===== src/rtl/cpu_sdram_bridge_pkg.sv =====
// m92_pkg: shared types and sizes for the M92 CPU-to-SDRAM bridge
package m92_pkg;
  typedef enum logic [1:0] {IDLE, RD_WAIT, WR_WAIT} cpu_bridge_state_t;
  localparam int LINE_WORDS = 4;
  localparam int CPU_LINE_BITS = 16 * LINE_WORDS;
  localparam int CPU_TAG_W = 22;
  function automatic logic [15:0] line_word(input logic [CPU_LINE_BITS-1:0] l, input logic [1:0] i);
    return l[{i, 4'h0} +: 16];
  endfunction
endpackage


===== src/rtl/cpu_sdram_bridge_if.sv =====
// cpu_sdram_bridge_if: decoder/CPU-side strobes plus the SDRAM controller CPU port
interface cpu_sdram_bridge_if;
  import m92_pkg::*;
  logic mem_rd, mem_wr, ram_rom_memrq, writable;
  logic [24:0] sdr_addr;
  logic [1:0] cpu_be;
  logic [15:0] cpu_dout, cpu_din;
  logic cpu_ready, sdr_req, sdr_we, sdr_ack;
  logic [24:0] sdr_a;
  logic [1:0] sdr_be;
  logic [15:0] sdr_wdata;
  logic [CPU_LINE_BITS-1:0] sdr_rdata;
  modport master(
    input mem_rd, mem_wr, ram_rom_memrq, writable, sdr_addr, cpu_be, cpu_dout, sdr_rdata, sdr_ack,
    output cpu_din, cpu_ready, sdr_req, sdr_we, sdr_a, sdr_be, sdr_wdata
  );
  modport slave(
    output mem_rd, mem_wr, ram_rom_memrq, writable, sdr_addr, cpu_be, cpu_dout, sdr_rdata, sdr_ack,
    input cpu_din, cpu_ready, sdr_req, sdr_we, sdr_a, sdr_be, sdr_wdata
  );
endinterface


===== src/rtl/cpu_sdram_bridge_line_cache.sv =====
// cpu_line_cache: single 64-bit line with tag/valid; filled on read, byte-merged on matching writes
module cpu_line_cache
  import m92_pkg::*;
(
  input  logic clk,
  input  logic reset_n,
  input  logic [CPU_TAG_W-1:0] look_tag,
  output logic hit,
  output logic [CPU_LINE_BITS-1:0] line,
  input  logic [CPU_TAG_W-1:0] req_tag,
  input  logic fill,
  input  logic [CPU_LINE_BITS-1:0] fill_line,
  input  logic wr,
  input  logic [1:0] wr_idx,
  input  logic [1:0] wr_be,
  input  logic [15:0] wr_data
);
  logic valid;
  logic [CPU_TAG_W-1:0] tag;
  logic [CPU_LINE_BITS-1:0] merged;
  assign hit = valid && tag == look_tag;
  always_comb begin
    merged = line;
    if (wr_be[0]) merged[{wr_idx, 4'h0} +: 8] = wr_data[7:0];
    if (wr_be[1]) merged[{wr_idx, 4'h8} +: 8] = wr_data[15:8];
  end
  always_ff @(posedge clk)
    if (!reset_n) begin
      valid <= 1'b0;
      tag <= '0;
      line <= '0;
    end else if (fill) begin
      valid <= 1'b1;
      tag <= req_tag;
      line <= fill_line;
    end else if (wr && valid && req_tag == tag) begin
      line <= merged;
    end
endmodule


===== src/rtl/cpu_sdram_bridge.sv =====
// cpu_sdram_bridge: turns decoded V33 bus cycles into SDRAM req/ack transactions, stalling via cpu_ready.
// Define M92_CPU_LINE_CACHE_EN to add a one-line read cache in front of the SDRAM port.
module cpu_sdram_bridge
  import m92_pkg::*;
(
  input logic clk,
  input logic reset_n,
  cpu_sdram_bridge_if.master bus
);
  cpu_bridge_state_t state, state_d;
  logic [15:0] cpu_din_d, sdr_wdata_d;
  logic [24:0] sdr_a_d;
  logic [1:0] sdr_be_d, sel, sel_d;
  logic cpu_ready_d, sdr_req_d, sdr_we_d;
  logic wr_go, rd_go, fill, merge, hit;
  logic [CPU_LINE_BITS-1:0] line;
  assign wr_go = state == IDLE && bus.mem_wr && bus.ram_rom_memrq && bus.writable;
  assign rd_go = state == IDLE && bus.mem_rd && !bus.mem_wr && bus.ram_rom_memrq;
  assign fill = state == RD_WAIT && bus.sdr_ack;
  assign merge = state == WR_WAIT && bus.sdr_ack;
`ifdef M92_CPU_LINE_CACHE_EN
  cpu_line_cache u_cache (
    .clk(clk),
    .reset_n(reset_n),
    .look_tag(bus.sdr_addr[24:3]),
    .hit(hit),
    .line(line),
    .req_tag(bus.sdr_a[24:3]),
    .fill(fill),
    .fill_line(bus.sdr_rdata),
    .wr(merge),
    .wr_idx(bus.sdr_a[2:1]),
    .wr_be(bus.sdr_be),
    .wr_data(bus.sdr_wdata)
  );
`else
  assign hit = 1'b0;
  assign line = '0;
`endif
  always_comb begin
    state_d = state;
    cpu_din_d = bus.cpu_din;
    cpu_ready_d = bus.cpu_ready;
    sdr_req_d = bus.sdr_req;
    sdr_we_d = bus.sdr_we;
    sdr_a_d = bus.sdr_a;
    sdr_be_d = bus.sdr_be;
    sdr_wdata_d = bus.sdr_wdata;
    sel_d = sel;
    if (wr_go) begin
      state_d = WR_WAIT;
      sdr_req_d = 1'b1;
      sdr_we_d = 1'b1;
      cpu_ready_d = 1'b0;
      sdr_a_d = bus.sdr_addr & ~25'h1;
      sdr_be_d = bus.cpu_be;
      sdr_wdata_d = bus.cpu_dout;
    end else if (rd_go && hit) begin
      cpu_din_d = line_word(line, bus.sdr_addr[2:1]);
    end else if (rd_go) begin
      state_d = RD_WAIT;
      sdr_req_d = 1'b1;
      sdr_we_d = 1'b0;
      cpu_ready_d = 1'b0;
      sdr_a_d = bus.sdr_addr & ~25'h7;
      sdr_be_d = 2'b11;
      sel_d = bus.sdr_addr[2:1];
    end else if (fill || merge) begin
      state_d = IDLE;
      sdr_req_d = 1'b0;
      cpu_ready_d = 1'b1;
      cpu_din_d = fill ? line_word(bus.sdr_rdata, sel) : bus.cpu_din;
    end
  end
  always_ff @(posedge clk)
    if (!reset_n) begin
      state <= IDLE;
      sel <= '0;
      bus.cpu_din <= '0;
      bus.cpu_ready <= 1'b1;
      bus.sdr_req <= 1'b0;
      bus.sdr_we <= 1'b0;
      bus.sdr_a <= '0;
      bus.sdr_be <= '0;
      bus.sdr_wdata <= '0;
    end else begin
      state <= state_d;
      sel <= sel_d;
      bus.cpu_din <= cpu_din_d;
      bus.cpu_ready <= cpu_ready_d;
      bus.sdr_req <= sdr_req_d;
      bus.sdr_we <= sdr_we_d;
      bus.sdr_a <= sdr_a_d;
      bus.sdr_be <= sdr_be_d;
      bus.sdr_wdata <= sdr_wdata_d;
    end
endmodule


===== src/flat_wrapper.sv =====
// flat-port wrapper written by rule: the top's interface ports become plain ports
module cpu_sdram_bridge_flat import m92_pkg::*;
  (clk, reset_n, bus_mem_rd, bus_mem_wr, bus_ram_rom_memrq, bus_writable, bus_sdr_addr, bus_cpu_be, bus_cpu_dout, bus_sdr_rdata, bus_sdr_ack, bus_cpu_din, bus_cpu_ready, bus_sdr_req, bus_sdr_we, bus_sdr_a, bus_sdr_be, bus_sdr_wdata);
  cpu_sdram_bridge_if bus_i ();
  input logic clk;
  input logic reset_n;
  input wire logic [$bits(bus_i.mem_rd)-1:0] bus_mem_rd;
  input wire logic [$bits(bus_i.mem_wr)-1:0] bus_mem_wr;
  input wire logic [$bits(bus_i.ram_rom_memrq)-1:0] bus_ram_rom_memrq;
  input wire logic [$bits(bus_i.writable)-1:0] bus_writable;
  input wire logic [$bits(bus_i.sdr_addr)-1:0] bus_sdr_addr;
  input wire logic [$bits(bus_i.cpu_be)-1:0] bus_cpu_be;
  input wire logic [$bits(bus_i.cpu_dout)-1:0] bus_cpu_dout;
  input wire logic [$bits(bus_i.sdr_rdata)-1:0] bus_sdr_rdata;
  input wire logic [$bits(bus_i.sdr_ack)-1:0] bus_sdr_ack;
  output wire logic [$bits(bus_i.cpu_din)-1:0] bus_cpu_din;
  output wire logic [$bits(bus_i.cpu_ready)-1:0] bus_cpu_ready;
  output wire logic [$bits(bus_i.sdr_req)-1:0] bus_sdr_req;
  output wire logic [$bits(bus_i.sdr_we)-1:0] bus_sdr_we;
  output wire logic [$bits(bus_i.sdr_a)-1:0] bus_sdr_a;
  output wire logic [$bits(bus_i.sdr_be)-1:0] bus_sdr_be;
  output wire logic [$bits(bus_i.sdr_wdata)-1:0] bus_sdr_wdata;
  assign bus_i.mem_rd = bus_mem_rd;
  assign bus_i.mem_wr = bus_mem_wr;
  assign bus_i.ram_rom_memrq = bus_ram_rom_memrq;
  assign bus_i.writable = bus_writable;
  assign bus_i.sdr_addr = bus_sdr_addr;
  assign bus_i.cpu_be = bus_cpu_be;
  assign bus_i.cpu_dout = bus_cpu_dout;
  assign bus_i.sdr_rdata = bus_sdr_rdata;
  assign bus_i.sdr_ack = bus_sdr_ack;
  assign bus_cpu_din = bus_i.cpu_din;
  assign bus_cpu_ready = bus_i.cpu_ready;
  assign bus_sdr_req = bus_i.sdr_req;
  assign bus_sdr_we = bus_i.sdr_we;
  assign bus_sdr_a = bus_i.sdr_a;
  assign bus_sdr_be = bus_i.sdr_be;
  assign bus_sdr_wdata = bus_i.sdr_wdata;
  cpu_sdram_bridge u_core (.clk(clk), .reset_n(reset_n), .bus(bus_i));
endmodule

===== config.mk =====
export PLATFORM = sky130hd
export DESIGN_NAME = cpu_sdram_bridge_flat
export DESIGN_NICKNAME = d
export VERILOG_FILES = /design/src/rtl/cpu_sdram_bridge_pkg.sv /design/src/rtl/cpu_sdram_bridge_if.sv /design/src/rtl/cpu_sdram_bridge_line_cache.sv /design/src/rtl/cpu_sdram_bridge.sv /design/src/flat_wrapper.sv
export SDC_FILE = /design/constraint.sdc
export NUM_CORES = 1
export LEC_CHECK = 0
export ABC_AREA = 1
export BUFFER_PORTS_ARGS = -buffer_cell sky130_fd_sc_hd__buf_2
export CORE_MARGIN = 3
export CORE_UTILIZATION = 40
export DETAILED_ROUTE_END_ITERATION = 8
export GPL_TIMING_DRIVEN = 0
export HOLD_SLACK_MARGIN = 0.08
export PLACE_DENSITY = 0.74
export SYNTH_ARGS = -nofsm -noshare
export SYNTH_HDL_FRONTEND = slang
export SYNTH_SLANG_ARGS = --single-unit

===== constraint.sdc =====
create_clock -name clk -period 2.1 [get_ports clk]
set_input_delay 0.105 -clock clk [delete_from_list [all_inputs] [get_ports clk]]
set_output_delay 0.105 -clock clk [all_outputs]
set_load 0.02 [all_outputs]

Yosys cells after proc, flatten, opt, wreduce, memory -nomap -nowiden
Index checks and enable logic that the tools add are counted.

cells by class
  equality and inequality tests = 2
  shifts and indexed selects = 1
  multiplexer cells = 15
  bitwise operators = 3
  reduce and logical (&&, ||, !) cells = 17

operators by type and width
  kind                  number
  $shiftx A64 B7 Y16    1
  $mux W25              2
  $mux W2               5
  $logic_and A1 B1 Y1   8
  $mux W1               8
  $reduce_and A4 Y1     1
  $reduce_bool A2 Y1    2
  $not A1 Y1            3
  $reduce_bool A3 Y1    1
  $eq A2 B1 Y1 const B  1
  $eq A2 B2 Y1 const B  1
  $logic_not A2 Y1      1
  $reduce_and A2 Y1     1
  $reduce_or A2 Y1      1
  $logic_not A1 Y1      1
  $logic_or A1 B1 Y1    1

storage, ports and cells
  flip-flop bits (word level) = 65
  bits of input ports = 114
  logic and storage cells = 48

Depth between registers and ports, before layout
  word-level depth = 6
  gate-level depth with buffers = 9
  mapped depth without buffers = 7

Least setup slack after synthesis
Ideal clock, no wire load.

  kind = reg-to-reg
  from = register u_core.state[1]
  to = register u_core.bus.sdr_be[0]
  arrival = 0.965 ns
  path slack = 1.018 ns
  stages on the path, launching flop included = 6
  path buffers = 1
  clock period less this slack = 1.082 ns
  cell sequence = dfxtp_1 nor2_4 nand3_4 buf_2 o21ai_0 nor2_1

between the ends
  word-level cells in the longest chain between the ends = 5
  elaborated cells between the ends (all ways) = 9

ends and longest elaborated chain
  item                                                  RTL line                                        source
  start: declaration                                    cpu_sdram_bridge.sv:10                          cpu_bridge_state_t state, state_d;
  start signal: assignment                              cpu_sdram_bridge.sv:87                          state <= state_d;
  $logic_not A2 Y1 *                                    cpu_sdram_bridge.sv:17, cpu_sdram_bridge.sv:18
  $logic_and A1 B1 Y1 (on tied branches) (3 in series)  cpu_sdram_bridge.sv:17, cpu_sdram_bridge.sv:18
  $mux W2 or $reduce_bool A2 Y1 (tied branches)         --
  end signal: assignment                                cpu_sdram_bridge.sv:94                          bus.sdr_be <= sdr_be_d;
  end: declaration                                      cpu_sdram_bridge_if.sv:15                       output cpu_din, cpu_ready, sdr_req, sdr_we, sdr_a, sdr_be, sdr_wdata

Mark *: on every way between the ends. The rest lies on a longest branch, timed or not.
A chain may end at the register's enable or synchronous reset.

Final worst setup path
  from = register u_core.state[1]
  to = register u_core.bus.sdr_a[3]

between the ends
  word-level cells in the longest chain between the ends = 5
  elaborated cells between the ends (all ways) = 9

ends and longest elaborated chain
  item                                                  RTL line                                        source
  $logic_not A2 Y1 *                                    cpu_sdram_bridge.sv:17, cpu_sdram_bridge.sv:18
  $logic_and A1 B1 Y1 (on tied branches) (3 in series)  cpu_sdram_bridge.sv:17, cpu_sdram_bridge.sv:18
  $mux W25 or $reduce_bool A2 Y1 (tied branches)        --
  end signal: assignment                                cpu_sdram_bridge.sv:93                          bus.sdr_a <= sdr_a_d;
  end: declaration                                      cpu_sdram_bridge_if.sv:15

Marked as above.

==> results.cfg <==
[status]
status = complete, no violations

[routing]
drt_first_pass_iters = 4
drt_iter0_drc = 141
wirelength_um = 10740
drc = 0
drt-vias-per-instance = 4.705
vias = 3938
wl_per_cell_um = 12.83
ant_nets = 0

[sta]
hold_viol = 0
period_needed_ns = 1.702
fmax_mhz = 587.4
fin_tns_setup_ns = 0
whs_ns = 0.09688
rsz0062_at_grt = no
finalCritPeriodShare_pct = 81.07
clock_skew_ns = 0.008522
slew_violations = 0
setup_slack_ns = 0.3976
final-setup-viol-count = 0

[final_layout]
post-route-util_pct = 64.72
regArea_mm2 = 0.001301
drive_gt1_share_pct = 29.54
fillCellCount = 673
final_cells = 837
n_antenna_cell = 0
area_growth_pct = 54.02
finalNetCount = 847
multiInputGateArea_mm2 = 0.001463

[clock_tree]
numCtsBuffers = 9
ctsResizeCount = 0
cts_root_buffer = clkbuf_8
cts_tree = done
clkLatencyLatePin_ns = 0.34
clkTransAtPathRegs_ns = 0.07
cts_buffer_depth = 2
cts.sinks = 65
htree_levels = 3

[setup_path]
critPathMaxStageDelay_ns = 0.55
required_ns = 2.32
critPathKind = register to register
rr_worst_depth = 7
critPathSlowestCell = dlygate4sd3_1
crit_buf_inv = 2
worst_setup_path_start_kind = register
critPathCaptureType = register
cpMostUsedCell = nand3_1
crit_chain = nor2_4 > nand3_1 > buf_2 > nand3_1 > nand2_1 > nor2_1 > dlygate4sd3_1
path_delay_family = buffers and inverters
critPathArrivalTime_ns = 1.92
crit_cells = 7
cp_max_fo = 10

[floorplanning]
die_area_mm2 = 0.008877
dieWidth_um = 94.22
die_h_um = 94.22
fp-row-count = 31
core_mm2 = 0.007408
initial_core_util_pct = 42.02
io_pins = 176

[global_routing]
antenna_found_initial = 0
grt-ovfl-total = 0
grt_max_degree = 12
grt_usage_pct = 24.23
grt_first_pass_wirelength_um = 17240
grt_pass1_vias = 3917

[hold_path]
hold_path_class = input pin to register
worstHoldPathCells = 5

[synthesis]
ys_warn_count = 0
synth-seq-area-share_pct = 41.80
yosysTopAreaCell = dfxtp_1
yosysUniqueCellTypes = 18
yosys-top-cells-area = dfxtp_1, nand2_1, nor2_1, nand3_1, inv_1
synth_seq_cells = 65
syn-mean-instance-area_um2 = 6.226
synth_cells = 500
syn_nets = 614
synth_top_area_share_pct = 41.80
syn_area_mm2 = 0.003113

[placed_design]
dp.cells = 771
portBuffers = 172
pre_cts_ws_ns = 0.7635
dp_hpwl_um = 7705
gp_congestion = 0.8438

[pwr]
power_leakage_nw = 2.662
vdd.ir_drop.worst_mv = 0.4497
p_per_area_mw_per_mm2 = 633.8

[run]
cap_violations = 0
[timing repair]
item                                   CTS  global route
setup buffers                            0             0
endpoints found under the hold margin   47             0
setup endpoints to repair                0             0
hold buffers                            50             0
[metal layers]
metal	track usage (%)	part of all wire (%)	up-vias	wire, um
met4	11.43	3.0	0	326
met5	0	0	-	0
met3	6.330	9.5	30	1024
met1	24.94	38	1738	4113
li1	-	-	1987	-
met2	45.09	49	183	5271
[worst register-to-register path: stages, from the launching register on]
cell	delay (ns)
dfxtp_1	0.41
nor2_4	0.08
nand3_1	0.11
buf_2	0.25
nand3_1	0.10
nand2_1	0.07
nor2_1	0.04
dlygate4sd3_1	0.55
[registers in the layout, summed over array words and instances, names as in the netlist]
register              cells
u_core.bus.sdr_we         1
u_core.sel                2
u_core.bus.cpu_ready      1
u_core.bus.sdr_be         2
u_core.bus.sdr_wdata     16
u_core.bus.sdr_a         24
u_core.bus.sdr_req        1
u_core.bus.cpu_din       16
u_core.state              2
[cells in the mapped netlist (all sizes together)]
master,count
inv,49
nand3,42
buf,24
nor2,119
o21ai,22
dfxtp,65
a21oi,22
conb,1
clkinv,1
nand2,148
clkbuf,7
[final timing paths]
path / from / endpoint / slack, ns
setup / recovery: u_core.state[1]$_SDFFE_PN0P_ / u_core.bus.sdr_a[3]$_SDFFE_PN0P_ / 0.40
hold / removal: bus_sdr_rdata[61] / u_core.bus.cpu_din[13]$_SDFFE_PN0P_ / 0.1
setup reg to reg: u_core.state[1]$_SDFFE_PN0P_ / u_core.bus.sdr_a[3]$_SDFFE_PN0P_ / 0.40
hold reg to reg: u_core.bus.sdr_wdata[6]$_SDFFE_PN0N_ / u_core.bus.sdr_wdata[6]$_SDFFE_PN0N_ / 0.46
[report_power, final]
| group | total, W | switching, W | internal [W] | leakage, nW |
|---|---|---|---|---|
| sequential | 0.00133 | 0.0000343 | 0.00130 | 0.531 |
| combinational | 0.000646 | 0.000360 | 0.000285 | 2.04 |
| clock | 0.00106 | 0.000483 | 0.000577 | 0.0953 |
[cells in the final DEF, fill, tap and decap left out, types with 2 or more instances in the layout]
master and n:
buf_2 192, nand2_1 148, nor2_1 117, dfxtp_1 65, dlygate4sd3_1 50, inv_1 47, nand3_1 41, a21oi_1 22
o21ai_0 21, clkbuf_8 10, clkbuf_1 8, clkinv_2 3, buf_4 3, inv_2 2, clkinvlp_4 2
[per-stage QoR]
| stage | instance area [um^2] | power, W |
|---|---|---|
| 2_1_floorplan | 3113 | 0.001686 |
| 3_3_place_gp | 4098 | 0.001905 |
| 3_5_place_dp | 4098 | 0.001918 |
| 4_1_cts | 4795 | 0.003058 |
| 5_1_grt | 4795 | 0.003192 |
| 6_report | 4795 | 0.003039 |
[area by class of cell]
cell class	instances	area share [%]
multi-input cells	354	30.51
repair buffers	222	28.39
flip-flops and latches	65	27.14
inverters	50	3.940
plain buffers	31	3.340
clock buffers	11	2.949
well taps	99	2.584
clock inverters	5	1.148
[cells by family after synthesis]
group	count (synthesis)	share of synthesized area, %
buf+inv	81	11.21
flops	65	41.80
compound gates	44	7.195
other cells	1	0.1205
simple gates	309	39.67
Note: power is estimated with default switching activity, not from simulation.
